===== config.mk =====
export PLATFORM = sky130hd
export DESIGN_NAME = counter_bcd_seq
export DESIGN_NICKNAME = d
export VERILOG_FILES = /design/src/rtl/counter_pkg.sv /design/src/rtl/bin2bcd_seq.sv /design/src/rtl/counter_bcd_seq.sv
export SDC_FILE = /design/constraint.sdc
export NUM_CORES = 1
export LEC_CHECK = 0
export ABC_AREA = 1
export ABC_CLOCK_PERIOD_IN_PS = 2750
export CELL_PAD_IN_SITES_DETAIL_PLACEMENT = 1
export CELL_PAD_IN_SITES_GLOBAL_PLACEMENT = 2
export CORE_AREA = 2 2 116 118
export DETAILED_ROUTE_END_ITERATION = 12
export DIE_AREA = 0 0 118 120
export PLACE_DENSITY = 0.63
export SLEW_MARGIN = 20
export SYNTH_ARGS = -nofsm -noshare
export SYNTH_HDL_FRONTEND = slang
export SYNTH_HIERARCHICAL = 1
export SYNTH_SLANG_ARGS = --single-unit

===== constraint.sdc =====
create_clock -name clk -period 2.75 [get_ports clk]
set_clock_uncertainty 0.2 [all_clocks]
set_input_delay 0.275 -clock clk [delete_from_list [all_inputs] [get_ports clk]]
set_output_delay 0.275 -clock clk [all_outputs]
set_load 0.05 [all_outputs]

===== src/rtl/counter_pkg.sv =====
// Shared types and helpers for the BCD counter slice.
// Converter state encoding and digit-count helper.
package counter_pkg;

    typedef enum logic [1:0] {
        IDLE,
        SHIFT,
        DONE
    } conv_state_t;

    // Decimal digits needed to show every value up to max.
    function automatic int bcd_digits(
        input longint unsigned max
    );
        int n;
        longint unsigned p;
        n = 1;
        p = 10;
        while ((p <= max) && (n < 20)) begin
            n++;
            p = p * 10;
        end
        return n;
    endfunction

endpackage


===== src/rtl/bin2bcd_seq.sv =====
// Iterative double-dabble binary-to-BCD converter.
// Ports: clk, rst (async low), start/din in, busy/done/dout out.
module bin2bcd_seq
    import counter_pkg::*;
#(
    parameter int WIDTH  = 8,
    parameter int DIGITS = 3
) (
    input  logic                  clk,
    input  logic                  rst,
    input  logic                  start,
    input  logic [WIDTH-1:0]      din,
    output logic                  busy,
    output logic                  done,
    output logic [4*DIGITS-1:0]   dout
);

    localparam int BW = 4 * DIGITS;
    localparam int SW = BW + WIDTH;
    localparam int CW = $clog2(WIDTH + 1);

    conv_state_t   state, state_n;
    logic [SW-1:0] sr, sr_n, adj;
    logic [CW-1:0] it, it_n;
    logic [BW-1:0] dout_n;
    logic          busy_n, done_n;

    // BCD half sits above the binary half in sr.
    always_comb begin
        adj = sr;
        for (int i = 0; i < DIGITS; i++) begin
            if (sr[WIDTH+4*i +: 4] >= 4'd5) begin
                adj[WIDTH+4*i +: 4] =
                    sr[WIDTH+4*i +: 4] + 4'd3;
            end
        end
    end

    always_comb begin
        state_n = state;
        sr_n    = sr;
        it_n    = it;
        dout_n  = dout;
        busy_n  = busy;
        done_n  = 1'b0;
        unique case (state)
            IDLE: begin
                if (start) begin
                    sr_n    = {{BW{1'b0}}, din};
                    it_n    = '0;
                    busy_n  = 1'b1;
                    state_n = SHIFT;
                end
            end
            SHIFT: begin
                sr_n = {adj[SW-2:0], 1'b0};
                it_n = it + 1'b1;
                if (it == CW'(WIDTH - 1)) begin
                    state_n = DONE;
                end
            end
            DONE: begin
                dout_n  = sr[SW-1 -: BW];
                done_n  = 1'b1;
                busy_n  = 1'b0;
                state_n = IDLE;
            end
            default: state_n = IDLE;
        endcase
    end

    always_ff @(posedge clk or negedge rst) begin
        if (!rst) begin
            state <= IDLE;
            sr    <= '0;
            it    <= '0;
            dout  <= '0;
            busy  <= 1'b0;
            done  <= 1'b0;
        end else begin
            state <= state_n;
            sr    <= sr_n;
            it    <= it_n;
            dout  <= dout_n;
            busy  <= busy_n;
            done  <= done_n;
        end
    end

endmodule


===== src/rtl/counter_bcd_seq.sv =====
// Up/down counter with preload and wrap modulus feeding a
// multi-cycle BCD converter. Ports: clk, rst (async low),
// en, dir, ld, v in; count, bcd, busy, done out.
module counter_bcd_seq
    import counter_pkg::*;
#(
    parameter int               WIDTH     = 8,
    parameter int               DIGITS    = 3,
    parameter logic [WIDTH-1:0] MAX_COUNT = {WIDTH{1'b1}}
) (
    input  logic                clk,
    input  logic                rst,
    input  logic                en,
    input  logic                dir,
    input  logic                ld,
    input  logic [WIDTH-1:0]    v,
    output logic [WIDTH-1:0]    count,
    output logic [4*DIGITS-1:0] bcd,
    output logic                busy,
    output logic                done
);

    if (bcd_digits(MAX_COUNT) > DIGITS) begin : g_chk
        $fatal(1, "DIGITS too small for MAX_COUNT");
    end

    logic [WIDTH-1:0] count_n;
    logic [WIDTH-1:0] last_conv;
    logic             start;

    always_comb begin
        count_n = count;
        if (ld) begin
            count_n = (v > MAX_COUNT) ? MAX_COUNT : v;
        end else if (en) begin
            if (!dir) begin
                count_n = (count == MAX_COUNT) ?
                          '0 : count + 1'b1;
            end else begin
                count_n = (count == '0) ?
                          MAX_COUNT : count - 1'b1;
            end
        end
    end

    // Converter is idle exactly when busy is low.
    assign start = (count != last_conv) && !busy;

    always_ff @(posedge clk or negedge rst) begin
        if (!rst) begin
            count     <= '0;
            last_conv <= '0;
        end else begin
            count <= count_n;
            if (start) begin
                last_conv <= count;
            end
        end
    end

    bin2bcd_seq #(
        .WIDTH  (WIDTH),
        .DIGITS (DIGITS)
    ) u_conv (
        .clk   (clk),
        .rst   (rst),
        .start (start),
        .din   (count),
        .busy  (busy),
        .done  (done),
        .dout  (bcd)
    );

endmodule


---- Yosys cells after proc, flatten, opt, wreduce, memory -nomap -nowiden ----
Cells that the tools add are included.
storage, ports and cells
  flip-flop bits (word level) ............. 56
  input port bits ......................... 13
  output and inout port bits .............. 22
  logic and storage cells ................. 54
operators by class
  add/subtract/negate cells ............... 6
  order comparisons ....................... 4
  equal/unequal tests ..................... 7
  multiplexer cells ....................... 19
  reductions and logical operators ........ 10
operators by type and width
  cell                                                                                  count
  8-bit two-way mux                                                                     6
  20-bit case mux with 2 select lines                                                   1
  20-bit two-way mux                                                                    1
  4-bit by 3-bit greater-or-equal comparator with 1-bit output (second input constant)  3
  4-bit two-way mux                                                                     3
  4-bit by 2-bit adder with 4-bit output (second input constant)                        2
  8-bit by 1-bit adder with 8-bit output (second input constant)                        1
  8-bit equality test (second input constant)                                           1
  8-bit greater-than comparator (second input constant)                                 1
  8-bit zero test                                                                       1
  8-bit != test                                                                         1
  4-bit case mux with 2 select lines                                                    1
  8-bit by 1-bit subtractor with 8-bit output (second input constant)                   1
  2-bit AND reduction                                                                   3
  2-bit nonzero test                                                                    3
  4-bit by 1-bit adder with 4-bit output (second input constant)                        1
  4-bit by 3-bit equality test with 1-bit output (second input constant)                1
  2-bit two-way mux                                                                     2
  2-bit case mux with 2 select lines                                                    1
  3-bit by 2-bit adder with 3-bit output (second input constant)                        1
  3-bit two-way mux                                                                     1
  2-bit by 1-bit equality test with 1-bit output (second input constant)                1
  2-bit equality test (second input constant)                                           1
  2-bit zero test                                                                       1
  6 further kinds                                                                       7

---- Longest topological paths before layout ----
  depth in word-level cells ............... 5
  mapped depth ............................ 14
  mapped depth without buffers ............ 11

---- By module ----
Netlist, hierarchy kept.
by module, submodules not included
  module           times used  cells each  area an instance (µm²)  seq. area each (µm²)
  bin2bcd_seq      1           225         1,939.4                 1,001.0
  counter_bcd_seq  1           181         1,204.9                 400.4

---- Worst setup path before layout ----
Ideal clock, no wire load.
  path kind ............................... reg-to-reg
  from .................................... reg count[5]
  to ...................................... reg u_conv.sr[16]
  library setup time ...................... 78 ps
  data arrival time ....................... 2,020 ps
  data required time ...................... 2,472 ps
  setup slack ............................. 452 ps
  cell stages (with the launch flop) ...... 15
  path buffers ............................ 3
  period minus slack after synthesis ...... 2,298 ps
  cell sequence ........................... dfrtp_1 -> buf_4 -> inv_2 -> nand2_1 -> nand2_1 -> nor2_1 -> nand4_1 -> nand2_2 -> buf_6 -> inv_1 -> o21ai_2 -> buf_4 -> nand2_1 -> inv_1 -> o21bai_1
on the way
  longest elaborated chain between the ends .. 4
ends and longest elaborated chain
  element                               line                   text
  from (decl)                           counter_bcd_seq.sv:17  output logic [WIDTH-1:0] count,
  from (signal assigned)                counter_bcd_seq.sv:54  count <= count_n;
  8-bit != test                         counter_bcd_seq.sv:47  assign start = (count != last_conv) && !busy;
  1-bit logical AND                     counter_bcd_seq.sv:47
  via start                             counter_bcd_seq.sv:29  logic start;
  2-bit != test (no source line)        -
  2-bit AND reduction (no source line)  -
  to (signal assigned)                  bin2bcd_seq.sv:82      sr <= sr_n;
  to (decl)                             bin2bcd_seq.sv:23      logic [SW-1:0] sr, sr_n, adj;
The timed path passes the listed nets, and every way through them passes these cells.
A chain may end at the register's enable or synchronous reset.

---- Worst setup path in the final report ----
  from .................................... reg count[4]
  to ...................................... out count[4]
No word-level cell between the ends.

==> impl_metrics.tcl <==
set metrics [dict create \
    ys_warn_count 6 \
    post-route-min-period_ns 2.19 \
    worstRegToRegCells 11 \
    grt_usage_pct 13.1 \
    path_depth 1 \
    netlist_instances 406 \
    synth_seq_area_share_pct 44.6 \
    syn-num-nets 429 \
    hpwl_mm 6.57 \
    tns_ns 0 \
    final_util_pct 29.4 \
    combPwrFrac_pct 47.6 \
    clk_latency_ns 0.29 \
    holdPathStages 2 \
    initial_core_util_pct 24.2 \
    cts_tree "done" \
    post-route-drc-count 0 \
    final_common_cell "nand2_1" \
    switchingPower_uw 1700 \
    power_density_nw_per_um2 995 \
    crit_chain "clkdlybuf4s50_1" \
    p_int_uw 2100 \
    cp.required_ns 2.28 \
    report.final.slew_viol_count 0 \
    final_area_um2 3820 \
    die_h_um 120 \
    critical_path.slowest_cell "clkdlybuf4s50_1" \
    final_cell_mix "119 x nand2_1, 56 x dfrtp_1, 45 x inv_1, 35 x o21ai_0, 33 x clkdlybuf4s50_1" \
    cts_sinks 56 \
    htree_levels 2 \
    dr_total_vias 2718 \
    grt_pass1_vias 2833 \
    swShare_pct 44.7 \
    num_rows 42 \
    ant_nets 0 \
    avgSynthCellArea_um2 7.74 \
    grt_antenna_before_repair 0 \
    vias_per_cell 4.38 \
    relSlewSlack_pct 48.9 \
    drive_above_1_share_pct 8.11 \
    worst_ep_arrival_time_ns 1.72 \
    placed_area_um2 3660 \
    timing.rr.end "u_conv/sr[7]" \
    reg2reg_from "count[0]" \
    hold_violations 0 \
    port_buffers 34 \
    cts.path.max_buffers 2 \
    clk_pin_slew_worst_paths_ns 0.07 \
    end_kind "output pin" \
    post_cts_buffers 0 \
    fin_crit_sh_pct 79.8 \
    hp-class "flip-flop to flip-flop" \
    gr-total-overflow 0 \
    reg2reg_slack_ns 0.56 \
    hp-start "u_conv/dout[5]" \
    clkPwrFrac_pct 17.0 \
    p_leak_uw 0.00183 \
    grt_first_pass_wirelength_mm 14.8 \
    setup_viol_count_final 0 \
    place.gp.congestion 0.787 \
    critPathBufInv 1 \
    fmax_mhz 456 \
    drt_wl_total_mm 8.67 \
    ctsRootBufferMaster "clkbuf_16" \
    grt_max_degree 35 \
    drtPass1Iterations 4 \
    die_w_um 118 \
    max_stage_delay_ns 0.91 \
    holdWs_ns 0.285 \
    grt_setup_unrepaired "false" \
    ios 35 \
    cts_buffers 5 \
    die_area_um2 14200 \
    synth.distinct_cells 32 \
    holdPathEnd "u_conv/dout[5]" \
    netlist_area_um2 3140 \
    worstMarginPinSlew_ns 0.767 \
    critPathTopFamily "buffers and inverters" \
    cts-resized-gates 0 \
    wl_per_cell_um 14.0 \
    maxCapViolCount 0 \
    cp_max_fo 8 \
    worstSetupPathType "flip-flop to output pin" \
    ir_worst_vdd_mv 0.249 \
    cp-start-kind "flip-flop" \
    first_iter_violations 80 \
    core_area_um2 13000 \
    status "complete, no violations" \
    syn_to_final_growth_pct 21.4 \
    pwr-share-seq_pct 35.4 \
    ys_ff_latch 56 \
    fin_nets 466 \
    antennaDiodeCount 0 \
]
-- sequential cells by signal, summed over array words and instances, names as in the netlist --
name	cells
u_conv/sr	20
u_conv/dout	12
count	8
last_conv	8
u_conv/it	4
u_conv/state	2
u_conv/busy	1
u_conv/done	1
-- power groups by stage --
stage                     sequential (uW)  clock (uW)  combinational [uW]
final                                1340         645                1810
after global routing                 1390         704                2070
after CTS                            1350         682                1850
after detailed placement             1360           0                1840
after global placement               1350           0                1820
after floorplan                      1590           0                1110
-- Yosys cell counts, drive strengths merged --
master | number | area, um^2
nor2 | 30 | 120
a22oi | 1 | 7.51
o21ai | 56 | 295
a22o | 1 | 8.76
nand2 | 121 | 459
dfrtp | 56 | 1400
nand3 | 33 | 185
ha | 10 | 125
a21oi | 3 | 18.8
a221o | 1 | 10.0
xor2 | 11 | 96.3
nand4 | 10 | 62.6
or2 | 1 | 6.26
o211ai | 3 | 22.5
inv | 51 | 196
o21bai | 2 | 15.0
nor3 | 2 | 10.0
o22ai | 1 | 6.26
clkbuf | 3 | 13.8
buf | 10 | 83.8
-- routing by layer --
metal	up-vias	GRT usage (%)	routed length [um]
met5	-	0	0
met4	0	4.44	150
met3	13	2.76	357
met2	48	22.9	4180
met1	1284	16.2	3980
li1	1373	-	-
-- logic make-up (layout without fill, tap and decap cells) --
| group | after synthesis | in the layout | share of synthesized area (%) |
|---|---|---|---|
| adder cells (fa/ha/maj) | 10 | 10 | 3.98 |
| XOR/XNOR | 11 | 11 | 3.06 |
| AND/OR/NAND/NOR | 197 | 197 | 26.8 |
| buffers and inverters | 64 | 102 | 9.35 |
| flip-flops | 56 | 56 | 44.6 |
| AO/OA/AOI/OAI | 68 | 68 | 12.2 |
-- area by class of cell --
| cell class | count | area (um^2) |
|---|---|---|
| Clock buffer | 8 | 146 |
| Multi-Input combinational cell | 286 | 1450 |
| Sequential cell | 56 | 1400 |
| Fill cell | 1617 | 9160 |
| Timing Repair Buffer | 43 | 405 |
| Tap cell | 176 | 220 |
| Inverter | 51 | 196 |
-- repair_timing --
action / in CTS / in global routing
hold endpoints to repair: 32 / 0
hold buffers: 1 / 0
setup endpoints to repair: 0 / 0
-- how the worst max path moves through the flow --
stage | from | end | slack (ns)
3_3_place_gp | count[0] | u_conv/sr[6] | 0.66
3_5_place_dp | count[0] | u_conv/sr[7] | 0.56
5_1_grt | count[0] | u_conv/sr[1] | 0.32
2_1_floorplan | count[5] | u_conv/sr[16] | 0.45
6_report | count[4] | count[4] | 0.56
4_1_cts | count[4] | count[4] | 0.53
-- metrics by stage --
| step | setup slack [ns] | power, uW | cells |
|---|---|---|---|
| 6_report | 0.556 | 3800 | 620 |
| 5_1_grt | 0.319 | 4170 | 620 |
| 4_1_cts | 0.533 | 3880 | 620 |
| 3_5_place_dp | 0.556 | 3200 | 611 |
| 3_3_place_gp | 0.662 | 3170 | 611 |
| 2_1_floorplan | 0.452 | 2700 | 406 |
(Power assumes the default switching activity.)
